## src/rtl/analog_tx_pkg.sv

```systemverilog
// Shared types and helpers for the analog TX sampler (analog_tx).
package analog_tx_pkg;

    localparam int unsigned NUM_SPIN_DEF         = 256;
    localparam int unsigned COUNTER_BITWIDTH_DEF = 8;

    // Sampler state: wait for finish edge, let outputs settle, offer sample.
    typedef enum logic [1:0] {
        IDLE   = 2'd0,
        SETTLE = 2'd1,
        PUSH   = 2'd2
    } tx_state_e;

    // Bits needed to count 0..n flipped spins.
    function automatic int unsigned flip_cnt_width(input int unsigned n);
        return $clog2(n + 1);
    endfunction

endpackage

```

## src/rtl/step_counter.sv

```systemverilog
// Programmable down-counter: holds a period, restarts from it on recount,
// decrements on step and flags the step taken at zero (the overflow cycle).
module step_counter #(
    parameter int unsigned WIDTH = 8
) (
    input  logic             clk_i,
    input  logic             rst_ni,
    input  logic             load_i,
    input  logic [WIDTH-1:0] load_value_i,
    input  logic             clear_i,
    input  logic             recount_i,
    input  logic             step_i,
    output logic             overflow_c_o
);

    logic [WIDTH-1:0] period_q;
    logic [WIDTH-1:0] count_q;

    // Period register and running count; clear wins over recount and step.
    always_ff @(posedge clk_i or negedge rst_ni) begin
        if (!rst_ni) begin
            period_q <= '0;
            count_q  <= '0;
        end else begin
            if (load_i) begin
                period_q <= load_value_i;
            end
            if (clear_i) begin
                count_q <= '0;
            end else if (recount_i) begin
                count_q <= period_q;
            end else if (step_i && (count_q != '0)) begin
                count_q <= count_q - WIDTH'(1);
            end
        end
    end

    // A step taken while already at zero ends the count.
    assign overflow_c_o = step_i && (count_q == '0);

endmodule

```

## src/rtl/analog_tx.sv

```systemverilog
// Analog TX sampler: on a compute-finish rising edge, waits a programmable
// number of settle cycles, captures the masked analog spin vector and offers
// it downstream over valid/ready. Flags finish edges dropped while busy.
// Optional feature macro: ANALOG_TX_FLIP_COUNT_EN adds flip_count_o, the
// number of spins that differ from the previously pushed vector.
module analog_tx
    import analog_tx_pkg::*;
#(
    parameter int unsigned num_spin         = NUM_SPIN_DEF,
    parameter int unsigned counter_bitwidth = COUNTER_BITWIDTH_DEF
) (
    input  logic                        clk_i,
    input  logic                        rst_ni,
    input  logic                        en_i,
    input  logic                        tx_configure_enable_i,
    input  logic [counter_bitwidth-1:0] cycle_per_sample_i,
    input  logic [num_spin-1:0]         spin_mask_i,
    input  logic                        analog_macro_cmpt_finish_i,
    input  logic [num_spin-1:0]         spin_analog_i,
    output logic                        spin_push_valid_o,
    input  logic                        spin_push_ready_i,
    output logic [num_spin-1:0]         spin_push_o,
    output logic                        analog_tx_idle_o,
    output logic                        sample_overrun_o
`ifdef ANALOG_TX_FLIP_COUNT_EN
    ,
    output logic [flip_cnt_width(num_spin)-1:0] flip_count_o
`endif
);

    tx_state_e             state_q;
    logic                  finish_q;
    logic                  idle_q;
    logic                  valid_q;
    logic                  overrun_q;
    logic [num_spin-1:0]   mask_q;
    logic [num_spin-1:0]   data_q;
    logic                  start_c;
    logic                  capture_c;
    logic                  cfg_load_c;
    logic [num_spin-1:0]   sampled_c;

    assign start_c    = en_i && analog_macro_cmpt_finish_i && !finish_q;
    assign cfg_load_c = en_i && tx_configure_enable_i && (state_q == IDLE);
    assign sampled_c  = spin_analog_i & mask_q;

    // Settle-cycle counter; its overflow marks the capture cycle.
    step_counter #(
        .WIDTH (counter_bitwidth)
    ) u_settle_cnt (
        .clk_i        (clk_i),
        .rst_ni       (rst_ni),
        .load_i       (cfg_load_c),
        .load_value_i (cycle_per_sample_i),
        .clear_i      (!en_i),
        .recount_i    (start_c && (state_q == IDLE)),
        .step_i       (en_i && (state_q == SETTLE)),
        .overflow_c_o (capture_c)
    );

    // Finish-edge tracker: follows the input even while disabled.
    always_ff @(posedge clk_i or negedge rst_ni) begin
        if (!rst_ni) begin
            finish_q <= 1'b0;
        end else begin
            finish_q <= analog_macro_cmpt_finish_i;
        end
    end

    // Sampler FSM with registered status, data and overrun outputs.
    always_ff @(posedge clk_i or negedge rst_ni) begin
        if (!rst_ni) begin
            state_q   <= IDLE;
            idle_q    <= 1'b1;
            valid_q   <= 1'b0;
            overrun_q <= 1'b0;
            mask_q    <= '0;
            data_q    <= '0;
        end else if (!en_i) begin
            state_q <= IDLE;
            idle_q  <= 1'b1;
            valid_q <= 1'b0;
        end else begin
            case (state_q)
                IDLE: begin
                    if (tx_configure_enable_i) begin
                        mask_q    <= spin_mask_i;
                        overrun_q <= 1'b0;
                    end
                    if (start_c) begin
                        state_q <= SETTLE;
                        idle_q  <= 1'b0;
                    end
                end
                SETTLE: begin
                    if (start_c) begin
                        overrun_q <= 1'b1;
                    end
                    if (capture_c) begin
                        data_q  <= sampled_c;
                        valid_q <= 1'b1;
                        state_q <= PUSH;
                    end
                end
                PUSH: begin
                    if (start_c) begin
                        overrun_q <= 1'b1;
                    end
                    if (spin_push_ready_i) begin
                        valid_q <= 1'b0;
                        state_q <= IDLE;
                        idle_q  <= 1'b1;
                    end
                end
                default: begin
                    state_q <= IDLE;
                    idle_q  <= 1'b1;
                    valid_q <= 1'b0;
                end
            endcase
        end
    end

    assign spin_push_valid_o = valid_q;
    assign spin_push_o       = data_q;
    assign analog_tx_idle_o  = idle_q;
    assign sample_overrun_o  = overrun_q;

`ifdef ANALOG_TX_FLIP_COUNT_EN
    localparam int unsigned FLIP_W = flip_cnt_width(num_spin);

    logic [num_spin-1:0] last_q;
    logic [FLIP_W-1:0]   flip_q;
    logic [num_spin-1:0] diff_c;
    logic [FLIP_W-1:0]   popcnt_c;

    assign diff_c = sampled_c ^ last_q;

    // Number of spins that changed against the last pushed vector.
    always_comb begin
        popcnt_c = '0;
        for (int unsigned i = 0; i < num_spin; i++) begin
            popcnt_c = popcnt_c + FLIP_W'(diff_c[i]);
        end
    end

    // Last pushed vector and flip count, registered alongside the sample.
    always_ff @(posedge clk_i or negedge rst_ni) begin
        if (!rst_ni) begin
            last_q <= '0;
            flip_q <= '0;
        end else if (en_i) begin
            if ((state_q == SETTLE) && capture_c) begin
                flip_q <= popcnt_c;
            end
            if ((state_q == PUSH) && spin_push_ready_i) begin
                last_q <= data_q;
            end
        end
    end

    assign flip_count_o = flip_q;
`endif

endmodule

```

## config.mk

```make
export PLATFORM = sky130hd
export DESIGN_NAME = analog_tx
export DESIGN_NICKNAME = d
export VERILOG_FILES = /design/src/rtl/analog_tx_pkg.sv /design/src/rtl/step_counter.sv /design/src/rtl/analog_tx.sv
export SDC_FILE = /design/constraint.sdc
export NUM_CORES = 1
export LEC_CHECK = 0
export ABC_AREA = 0
export BUFFER_PORTS_ARGS = -buffer_cell sky130_fd_sc_hd__buf_2
export CAP_MARGIN = 20
export CORE_AREA = 2 2 302 304
export CTS_CLUSTER_DIAMETER = 30
export DETAILED_ROUTE_END_ITERATION = 8
export DIE_AREA = 0 0 304 306
export HOLD_SLACK_MARGIN = 0.12
export PLACE_DENSITY = 0.55
export SLEW_MARGIN = 20
export SYNTH_ARGS = -nofsm -noshare
export SYNTH_HDL_FRONTEND = slang
export SYNTH_SLANG_ARGS = --single-unit
```

## constraint.sdc

```tcl
create_clock -name clk_i -period 3.3 [get_ports clk_i]
set_clock_uncertainty 0.2 [all_clocks]
set_input_delay 0.165 -clock clk_i [delete_from_list [all_inputs] [get_ports clk_i]]
set_output_delay 0.165 -clock clk_i [all_outputs]
set_load 0.01 [all_outputs]
```

==> flow_metrics.env, run 1 <==
export IMPL_cts_post_setup_buffers_inserted=0
export IMPL_htreeDepth=4
export IMPL_cts_buffers_inserted=133
export IMPL_syn_nets=2262
export IMPL_cts_root_buf="clkbuf_16"
export IMPL_dp_hpwl_um=48300
export IMPL_num_rows=110
export IMPL_portBuffers=784
export IMPL_clk_path_buf_depth=3
export IMPL_num_io_pins=785
export IMPL_synth_seq_cells=534
export IMPL_gp_congestion=0.8224
export IMPL_yosys_area_top_type="dfrtp_1"
export IMPL_synth_area_top_cells="dfrtp_1, mux2_2, nand2_1, o21ai_1, buf_6"
export IMPL_synth_top_area_frac=0.6473
export IMPL_placedCellCount=3661
export IMPL_syn_inst=1730
export IMPL_synth_distinct_cells=39
export IMPL_cts_sinks=534
export IMPL_place_area_um2=26130
export IMPL_error="[ERROR RSZ-0060] Max buffer count reached."
export IMPL_cts_hold_buf=783
export IMPL_stop_stage="4_1_cts"
export IMPL_syn_area_um2=20610
export IMPL_ys_seq_area_frac=0.6486
export IMPL_syn_avg_cell_area_um2=11.91
export IMPL_initial_utilization=0.2300
export IMPL_die_w_um=304
export IMPL_status="did not finish"
export IMPL_die_h_um=306
export IMPL_cts_repair_resized=0
export IMPL_ys_warn_count=0
==> per-stage QoR <==
step / setup WS [ps] / hold WS [ps]
2_1_floorplan: 1285 / -330.6
3_3_place_gp: 1019 / 108.7
3_5_place_dp: 995.3 / 115.5
==> cells by family after synthesis <==
| group | share of synthesized area |
|---|---|
| and+or+nand+nor | 0.1046 |
| DFF | 0.6486 |
| AOI/OAI and AO/OA | 0.07092 |
| muxes | 0.1448 |
| buffers and inverters | 0.02666 |
| adders and majority gates | 0.003643 |
| xor gates and xnor gates | 0.0008502 |
==> Yosys cell counts <==
library cell,instances
or3b_2,1
nor2b_1,3
a22o_1,1
buf_6,22
o21a_1,1
and2_1,3
o21ai_1,236
nor2_1,4
buf_2,31
dfrtp_1,533
a21o_1,1
a21oi_1,6
nand4_1,2
dfstp_2,1
a21boi_0,2
nor4_2,1
nor3_2,1
nand3_2,1
o31a_1,1
buf_1,1
and4b_1,1
nand2b_1,2
nand3_1,5
clkbuf_1,34
nor3_1,1
o311ai_0,3
nand3b_1,1
xnor2_1,2
inv_1,4
nor4b_4,1
ha_1,6
a21bo_2,1
nand2_1,519
nand4b_1,1
o211ai_1,3
o22a_1,1
o21ai_0,27
mux2_2,265
or4_1,1
==> run 2: changes to the inputs <==
Settings changed: CORE_AREA 2 2 302 304 to 2 2 309 311, CTS_CLUSTER_DIAMETER 30 to unset, DIE_AREA 0 0 304 306 to 0 0 311 313, HOLD_SLACK_MARGIN 0.12 to unset, PLACE_DENSITY 0.55 to unset, PLACE_DENSITY_LB_ADDON set to 0.15.
==> flow_metrics.env, run 2 <==
export IMPL_status="completed"
export IMPL_async_reset_ff_frac=1.000
export IMPL_synth_top_area_frac=0.6473
export IMPL_overflow=0
export IMPL_max_freq_mhz=411.0
export IMPL_worstPathRequired_ps=3580
export IMPL_hold_viol=0
export IMPL_clk_latency_ps=600
export IMPL_die_h_um=313
export IMPL_dp_hpwl_um=52020
export IMPL_path_cells="inv_1, ha_1, nand3_4, buf_12, buf_4, mux2_2"
export IMPL_synth_edf_count=0
export IMPL_drtAntennaViolNets=0
export IMPL_power_density_nw_per_um2=733.0
export IMPL_gp_congestion=0.8094
export IMPL_max_cap_violations=0
export IMPL_synth_common_cells="dfrtp_1, nand2_1, mux2_2, o21ai_1, clkbuf_1"
export IMPL_placedCellCount=3737
export IMPL_ys_warn_count=0
export IMPL_ir_drop_mv=0.3782
export IMPL_syn2layout_area_growth_pct=63.74
export IMPL_rsz0062_at_grt="false"
export IMPL_avgViaCountPerCell=3.984
export IMPL_crit_path_max_fanout=31
export IMPL_synth_distinct_cells=39
export IMPL_cts_repair_resized=0
export IMPL_setup_tns_ps=0
export IMPL_yosys_area_top_type="dfrtp_1"
export IMPL_drtIter0Drc=697
export IMPL_critPathKind="reg -> reg"
export IMPL_synth_seq_cells=534
export IMPL_hp_class="in -> reg"
export IMPL_crit_family="buffers and inverters"
export IMPL_multiInputGateArea_um2=6713
export IMPL_finalNonFillerCells=4394
export IMPL_die_w_um=311
export IMPL_num_io_pins=785
export IMPL_drv_slew=0
export IMPL_timing_critical_path_buf_inv=3
export IMPL_power_leakage_nw=16.23
export IMPL_utilization=0.3583
export IMPL_die_area_um2=97340
export IMPL_cts_buffers_inserted=67
export IMPL_dr_pass1_iters=4
export IMPL_num_rows=113
export IMPL_routed_wirelength_um=71890
export IMPL_synth_ff_type="dfrtp_1"
export IMPL_finalSetupViolCount=0
export IMPL_clk_path_buf_depth=3
export IMPL_grt_pass1_wl_um=111800
export IMPL_yosysMostFrequentCell="dfrtp_1"
export IMPL_initial_utilization=0.2188
export IMPL_syn_inst=1730
export IMPL_min_period_ps=2433
export IMPL_cp_end_kind="register"
export IMPL_syn_nets=2262
export IMPL_htreeDepth=3
export IMPL_crit_arrival_ps=2710
export IMPL_final_cell_mix="buf_2, dlygate4sd3_1, dfrtp_1"
export IMPL_syn_avg_cell_area_um2=11.91
export IMPL_vias=17510
export IMPL_cts_root_buf="clkbuf_16"
export IMPL_min_period_over_period=0.7372
export IMPL_critPathLaunchType="register"
export IMPL_antenna_found_initial=6
export IMPL_slew_limit_headroom=0.4860
export IMPL_critPathSlowestCell="dfrtp_1"
export IMPL_final_common_cell="buf_2"
export IMPL_fillers=9643
export IMPL_slowest_delay_ps=380
export IMPL_ys_seq_area_frac=0.6486
export IMPL_grt_start_max_net_pins=161
export IMPL_path_clk_slew_ps=60
export IMPL_coreArea_um2=94160
export IMPL_ff_latch_area_um2=13360
export IMPL_cts_sinks=534
export IMPL_finalNetCount=3609
export IMPL_routedWlPerCell_um=16.36
export IMPL_worst_pin_slew_ps=771.0
export IMPL_track_usage=0.1464
export IMPL_cts_tree="built"
export IMPL_syn_area_um2=20610
export IMPL_drcViolationCount=0
export IMPL_drive_above_1_share=0.3867
export IMPL_portBuffers=784
export IMPL_synth_area_top_cells="dfrtp_1, mux2_2, nand2_1, o21ai_1, buf_6"
export IMPL_grt_pass1_vias=19400
## run 2: cell counts after synthesis
No cell type changed its count.
## run 2: path summary, 6_finish.rpt
| kind | start | to | slack [ps] | cells past startpoint |
|---|---|---|---|---|
| setup / recovery | state_q[0] | mask_q[102] | 870 | 6 |
| hold / removal | spin_mask_i[46] | mask_q[46] | 130 | 3 |
| setup reg to reg | state_q[0] | mask_q[102] | 870 | 6 |
| hold reg to reg | spin_push_o[56] | spin_push_o[56] | 270 | 2 |
| max in group asynchronous | rst_ni | mask_q[205] | 2210 | 4 |
| min in group asynchronous | rst_ni | spin_push_o[100] | 150 | 3 |
## run 2: where the power goes
part,internal (mW),switching (mW),total (mW)
Sequential,9.23,1.43,10.7
Combinational,3.47,3.25,6.72
Clock,4.47,2.88,7.35
Total,17.2,7.56,24.7
## run 2: what timing repair did
| item | 4_1_cts | 5_1_grt |
|---|---|---|
| hold buffers | 536 | 0 |
| endpoints found under the hold margin | 946 | 0 |
| buffers inserted | 0 | 0 |
| setup endpoints to repair | 0 | 0 |
## run 2: per-layer routing
| layer | track usage | share of wire | routed length (um) | vias up |
|---|---|---|---|---|
| met3 | 0.03394 | 0.057 | 4072 | 140 |
| li1 | - | - | - | 8499 |
| met2 | 0.2646 | 0.51 | 37010 | 540 |
| met1 | 0.1643 | 0.39 | 28180 | 8324 |
| met4 | 0.06390 | 0.036 | 2616 | 2 |
| met5 | 0 | 0.00017 | 12 | - |
## run 2: cell families (layout without fill, tap and decap cells)
| kind of cell | after synthesis | after routing | synth area share |
|---|---|---|---|
| buffers and inverters | 92 | 1486 | 0.02666 |
| xor gates and xnor gates | 2 | 2 | 0.0008502 |
| adders and majority gates | 6 | 6 | 0.003643 |
| AOI/OAI and AO/OA | 283 | 283 | 0.07092 |
| other | 0 | 5 | 0 |
| and+or+nand+nor | 548 | 548 | 0.1046 |
| muxes | 265 | 265 | 0.1448 |
| DFF | 534 | 534 | 0.6486 |
## run 2: worst register-to-register path, cell delays in order (launching register included)
cell     delay [ps]
dfrtp_1         380
inv_1            90
ha_1            300
nand3_4         280
buf_12          250
buf_4           420
mux2_2          390
## run 2: cell type report
| class | count | area share |
|---|---|---|
| multi-input combinational | 1104 | 0.1989 |
| timing repair buffer | 1366 | 0.2923 |
| clock inverter | 20 | 0.006341 |
| tap | 1265 | 0.04691 |
| inverter | 4 | 0.0004450 |
| clock buffer | 96 | 0.05863 |
| sequential | 534 | 0.3961 |
| antenna | 5 | 0.0003708 |
## run 2: metrics by stage
stage | power [mW] | setup WS, ps | instance area (um^2) | hold slack [ps]
after global placement | 16.75 | 961.9 | 26150 | -8.682
after global routing | 26.43 | 711.0 | 33740 | 87.69
after floorplan | 14.17 | 1285 | 20610 | -330.6
after detailed placement | 17.00 | 876.4 | 26150 | -9.711
final | 24.73 | 867.1 | 33740 | 129.1
after CTS | 25.22 | 842.5 | 33730 | 48.83
Power figures use the tool's default switching activity.
==> run 3: changes to the inputs <==
Clock period 3.3 ns to 2.3 ns, I/O delays scaled along.
==> flow_metrics.env, run 3 (synthesis gave the netlist of run 2 again) <==
export IMPL_status="completed"
export IMPL_worstPathRequired_ps=2600
export IMPL_holdPathStages=3
export IMPL_place_area_um2=26340
export IMPL_setup_ws_ps=107.7
export IMPL_finalSetupViolCount=0
export IMPL_drv_slew=0
export IMPL_dp_hpwl_um=52000
export IMPL_slew_limit_headroom=0.6310
export IMPL_worst_pin_slew_ps=553.4
export IMPL_critPathKind="reg -> reg"
export IMPL_final_area_um2=33920
export IMPL_track_usage=0.1448
export IMPL_min_period_ps=2192
export IMPL_reg2reg_slack_ps=110
export IMPL_grt_busiest_layer="met2"
export IMPL_path_clk_slew_ps=60
export IMPL_grt_util_met3=0.03751
export IMPL_drcViolationCount=0
export IMPL_overflow=0
export IMPL_syn2layout_area_growth_pct=64.61
export IMPL_max_freq_mhz=456.2
export IMPL_initial_utilization=0.2188
export IMPL_num_io_pins=785
export IMPL_place_ws_ps=85.17
export IMPL_clk_path_buf_depth=3
export IMPL_critPathSlowestCell="dlygate4sd3_1"
export IMPL_vias=17570
export IMPL_final_cell_mix="buf_2, dlygate4sd3_1, dfrtp_1"
export IMPL_min_period_over_period=0.9532
export IMPL_timing_critical_path_buf_inv=3
export IMPL_portBuffers=784
export IMPL_cts_sinks=534
export IMPL_cts_tree="built"
export IMPL_dr_pass1_iters=4
export IMPL_avgViaCountPerCell=3.987
export IMPL_cts_buffers_inserted=67
export IMPL_power_leakage_nw=16.30
export IMPL_max_cap_violations=0
export IMPL_die_h_um=313
export IMPL_min_from="spin_mask_i[48]"
export IMPL_grt_pass1_wl_um=110800
export IMPL_finalNetCount=3619
export IMPL_power_density_nw_per_um2=1042
export IMPL_use_met1=0.1631
export IMPL_coreArea_um2=94160
export IMPL_cts_root_buf="clkbuf_16"
export IMPL_hold_viol=0
export IMPL_r2r_cells=8
export IMPL_grt_start_max_net_pins=121
export IMPL_crit_path_max_fanout=5
export IMPL_regToRegEndpoint="spin_push_o[218]"
export IMPL_ir_drop_mv=0.5490
export IMPL_critPathLaunchType="register"
export IMPL_htreeDepth=3
export IMPL_gp_congestion=0.8141
export IMPL_die_area_um2=97340
export IMPL_fillers=9557
export IMPL_path_cells="inv_1, ha_2, nor4b_4, nand3_4, buf_12, nand2_1, o21ai_1, dlygate4sd3_1"
export IMPL_cp_end_kind="register"
export IMPL_min_to="mask_q[48]"
export IMPL_drtIter0Drc=783
export IMPL_drtAntennaViolNets=0
export IMPL_die_w_um=311
export IMPL_utilization=0.3602
export IMPL_slowest_delay_ps=540
export IMPL_routedWlPerCell_um=16.04
export IMPL_num_rows=113
export IMPL_r2r_start="u_settle_cnt.count_q[0]"
export IMPL_cp_startpoint="u_settle_cnt.count_q[0]"
export IMPL_antenna_found_initial=5
export IMPL_clk_latency_ps=620
export IMPL_grt_pass1_vias=19370
export IMPL_routed_wirelength_um=70700
export IMPL_hp_class="in -> reg"
export IMPL_grt_use_met2=0.2599
export IMPL_drive_above_1_share=0.3864
export IMPL_crit_family="buffers and inverters"
export IMPL_crit_arrival_ps=2500
export IMPL_final_common_cell="buf_2"
-- run 3: layout make-up --
type | count | area [um^2] | area share
tap | 1265 | 1583 | 0.04666
multi-input combinational | 1104 | 6719 | 0.1981
clock buffer | 107 | 2022 | 0.05961
sequential | 534 | 13360 | 0.3940
antenna | 5 | 12.51 | 0.0003689
clock inverter | 12 | 145.1 | 0.004279
inverter | 4 | 15.01 | 0.0004426
timing repair buffer | 1376 | 10060 | 0.2966
-- run 3: worst max path at each step --
| stage | end | slack (ps) | cells past startpoint |
|---|---|---|---|
| after floorplan | spin_push_o[161] | 290 | 10 |
| after global placement | spin_push_o[50] | 140 | 7 |
| after detailed placement | spin_push_o[50] | 90 | 7 |
| after CTS | spin_push_o[218] | 30 | 8 |
| after global routing | spin_push_o[218] | -4 | 8 |
| final | spin_push_o[218] | 110 | 8 |
-- run 3: tightest hold or removal path: cells and delay by family --
family | cells | cell delay [ps]
muxes | 1 | 130
buffers and inverters | 2 | 600
-- run 3: what timing repair did --
item                                   4_1_cts  5_1_grt
hold buffers                               535        0
gates resized for setup                      0        3
setup endpoints to repair                    0       19
setup buffers                                0        3
endpoints found under the hold margin     1068        0
-- run 3: through the flow --
step / instances / total power [mW] / setup TNS [ps] / hold slack, ps
floorplan: 1730 / 20.33 / 0 / -380.6
global placement: 3745 / 24.15 / 0 / -64.59
detailed placement: 3745 / 24.48 / 0 / -62.90
CTS: 4399 / 35.97 / 0 / 0.4718
global route: 4407 / 37.76 / -4.457 / 24.67
finish: 4407 / 35.35 / 0 / 64.41
-- run 3: report_power, final --
part	internal, mW	switching (mW)	total, mW
registers	13.2	2.02	15.3
logic	5.01	4.66	9.67
clock network	6.34	4.08	10.4
total	24.6	10.7	35.4
-- run 3: per-layer routing --
metal	wire length (um)	part of all wire	vias up
met5	0	0	-
met4	2462	0.035	0
met3	4146	0.059	136
met2	36540	0.52	528
met1	27560	0.39	8374
li1	-	-	8531
==> run 4: changes to the inputs <==
Settings changed: ABC_AREA 0 to 1, HOLD_SLACK_MARGIN set to 0.03.
==> flow_metrics.env, run 4 <==
export IMPL_dp_hpwl_um=54230
export IMPL_drive_above_1_share=0.4212
export IMPL_vias=18480
export IMPL_r2r_start="state_q[0]"
export IMPL_clk_path_buf_depth=3
export IMPL_die_h_um=313
export IMPL_final_cell_mix="buf_2, dlygate4sd3_1, nand2_1"
export IMPL_grt_start_max_net_pins=92
export IMPL_ys_seq_area_frac=0.6103
export IMPL_cts_sinks=534
export IMPL_pwr_share_seq=0.408
export IMPL_crit_arrival_ps=2450
export IMPL_synth_seq_cells=534
export IMPL_max_cap_violations=0
export IMPL_gp_congestion=0.8459
export IMPL_status="completed"
export IMPL_placedCellCount=3800
export IMPL_place_area_um2=27270
export IMPL_hp_class="in -> reg"
export IMPL_clkPwrFrac=0.265
export IMPL_routed_wirelength_um=75550
export IMPL_min_period_over_period=0.9472
export IMPL_cts_post_setup_buffers_inserted=0
export IMPL_path_clk_slew_ps=70
export IMPL_cts_tree="built"
export IMPL_critPathLaunchType="register"
export IMPL_fillers=9369
export IMPL_antenna_found_initial=9
export IMPL_syn_avg_cell_area_um2=12.30
export IMPL_max_freq_mhz=459.0
export IMPL_die_area_um2=97340
export IMPL_final_area_um2=35810
export IMPL_synth_edf_count=0
export IMPL_avgViaCountPerCell=4.054
export IMPL_track_usage=0.1544
export IMPL_p_sw_frac=0.3341
export IMPL_cp_end_kind="register"
export IMPL_drtAntennaViolNets=0
export IMPL_grt_pass1_vias=20300
export IMPL_num_rows=113
export IMPL_syn_area_um2=21900
export IMPL_coreArea_um2=94160
export IMPL_dr_pass1_iters=4
export IMPL_slew_limit_headroom=0.6546
export IMPL_htreeDepth=3
export IMPL_reg2reg_slack_ps=120
export IMPL_holdPathStages=3
export IMPL_yosys_area_top_type="dfrtp_1"
export IMPL_cts_root_buf="clkbuf_16"
export IMPL_die_w_um=311
export IMPL_ir_drop_mv=0.6361
export IMPL_drcViolationCount=0
export IMPL_portBuffers=784
export IMPL_syn2layout_area_growth_pct=63.55
export IMPL_rsz0062_at_grt="false"
export IMPL_hold_viol=0
export IMPL_synth_area_top_cells="dfrtp_1, mux2_2, nand2_1, o21ai_2, buf_6"
export IMPL_ys_warn_count=0
export IMPL_synth_top_area_frac=0.6091
export IMPL_min_to="mask_q[80]"
export IMPL_initial_utilization=0.2325
export IMPL_worst_pin_slew_ps=518.2
export IMPL_critPathKind="reg -> reg"
export IMPL_internal_power_mw=26.14
export IMPL_synth_ff_type="dfrtp_1"
export IMPL_power_density_nw_per_um2=1096
export IMPL_setup_tns_ps=0
export IMPL_drtIter0Drc=845
export IMPL_routedWlPerCell_um=16.57
export IMPL_yosysMostFrequentCell="nand2_1"
export IMPL_finalNetCount=3771
export IMPL_async_reset_ff_frac=1.000
export IMPL_min_period_ps=2179
export IMPL_overflow=0
export IMPL_synth_common_cells="nand2_1, dfrtp_1, o21ai_2, mux2_2, buf_6"
export IMPL_worstPathRequired_ps=2570
export IMPL_r2r_cells=7
export IMPL_crit_path_max_fanout=25
export IMPL_final_common_cell="buf_2"
export IMPL_p_comb_frac=0.327
export IMPL_synth_distinct_cells=28
export IMPL_power_leakage_nw=17.19
export IMPL_finalSetupViolCount=0
export IMPL_syn_nets=2312
export IMPL_num_io_pins=785
export IMPL_finalNonFillerCells=4559
export IMPL_regToRegEndpoint="mask_q[168]"
export IMPL_grt_pass1_wl_um=117700
export IMPL_clk_latency_ps=620
export IMPL_min_from="spin_mask_i[80]"
export IMPL_syn_inst=1780
export IMPL_power_switching_mw=13.11
export IMPL_cts_buffers_inserted=67
export IMPL_drv_slew=0
run 4: changes by cell type in the layout (fill, tap and decap cells not counted), moves of 9 or more:
cell           change
nor2_1            +10
nand2_1           +33
o21ai_2          +226
o21ai_0           -10
dlygate4sd3_1    +100
inv_1             +19
nand3_1           +10
mux2_1            +53
mux2_2            -59
clkbuf_1           -9
o21ai_1          -206
run 4: per-stage QoR:
| step | worst slack (ps) | util | total power, mW | hold WS (ps) |
|---|---|---|---|---|
| 2_1_floorplan | 456.5 | - | 23.40 | -380.6 |
| 6_report | 121.3 | 0.3803 | 39.25 | 88.40 |
| 5_1_grt | 19.56 | 0.3803 | 42.03 | 44.62 |
| 4_1_cts | 95.91 | 0.3801 | 39.88 | 30.36 |
| 3_5_place_dp | 152.0 | 0.2896 | 28.28 | -132.0 |
| 3_3_place_gp | 183.5 | 0.2896 | 27.87 | -132.4 |
run 4: kinds of logic (layout without fill, tap and decap cells):
| family | count (synthesis) | count (layout) | synth area share |
|---|---|---|---|
| AOI/OAI and AO/OA | 278 | 278 | 0.1029 |
| adders and majority gates | 6 | 6 | 0.003428 |
| buffers and inverters | 111 | 1617 | 0.04549 |
| DFF | 534 | 534 | 0.6103 |
| muxes | 259 | 259 | 0.1332 |
| other | 0 | 8 | 0 |
| and+or+nand+nor | 592 | 592 | 0.1046 |
run 4: critical path, cell delays in order (launching register included):
cell	delay, ps
dfrtp_1	420
inv_1	110
ha_1	190
nand2_2	100
nor2_4	160
buf_12	250
buf_4	200
mux2_1	350
run 4: what timing repair did:
item | in CTS | in global routing
gates resized for setup | 0 | 0
hold endpoints to repair | 1068 | 0
hold buffers | 635 | 0
run 4: per-layer routing:
metal / vias to the layer above / track usage / part of all wire
li1: 8865 / - / -
met1: 8890 / 0.1777 / 0.40
met2: 592 / 0.2715 / 0.51
met3: 135 / 0.04426 / 0.063
met4: 2 / 0.05819 / 0.034
met5: - / 0 / 0.00015
run 4: final cells by class:
class	count	area, um^2	share of cell area
antenna	8	20.02	0.0005590
clock buffer	100	2016	0.05629
clock inverter	16	142.6	0.003983
inverter	24	90.09	0.002516
multi-input combinational	1135	7536	0.2104
sequential	534	13360	0.3732
tap	1265	1583	0.04420
timing repair buffer	1477	11060	0.3089
run 4: worst max-delay path by stage:
stage                     depth (start not counted)  slack (ps)       start                       end
final                                             7         120  state_q[0]               mask_q[168]
after global routing                              7          20  state_q[0]               mask_q[168]
after CTS                                         7         100  state_q[0]               mask_q[168]
after detailed placement                          7         150  state_q[0]               mask_q[235]
after global placement                            7         180  state_q[0]  u_settle_cnt.period_q[1]
after floorplan                                   7         460  state_q[0]               mask_q[143]
run 4: power by group through the flow:
| stage | registers [mW] | logic [mW] | clock network, mW |
|---|---|---|---|
| 6_report | 16.0 | 12.8 | 10.4 |
| 5_1_grt | 16.6 | 14.2 | 11.2 |
| 4_1_cts | 16.1 | 13.0 | 10.8 |
| 3_5_place_dp | 16.2 | 12.1 | 0 |
| 3_3_place_gp | 16.0 | 11.8 | 0 |
| 2_1_floorplan | 16.4 | 7.02 | 0 |
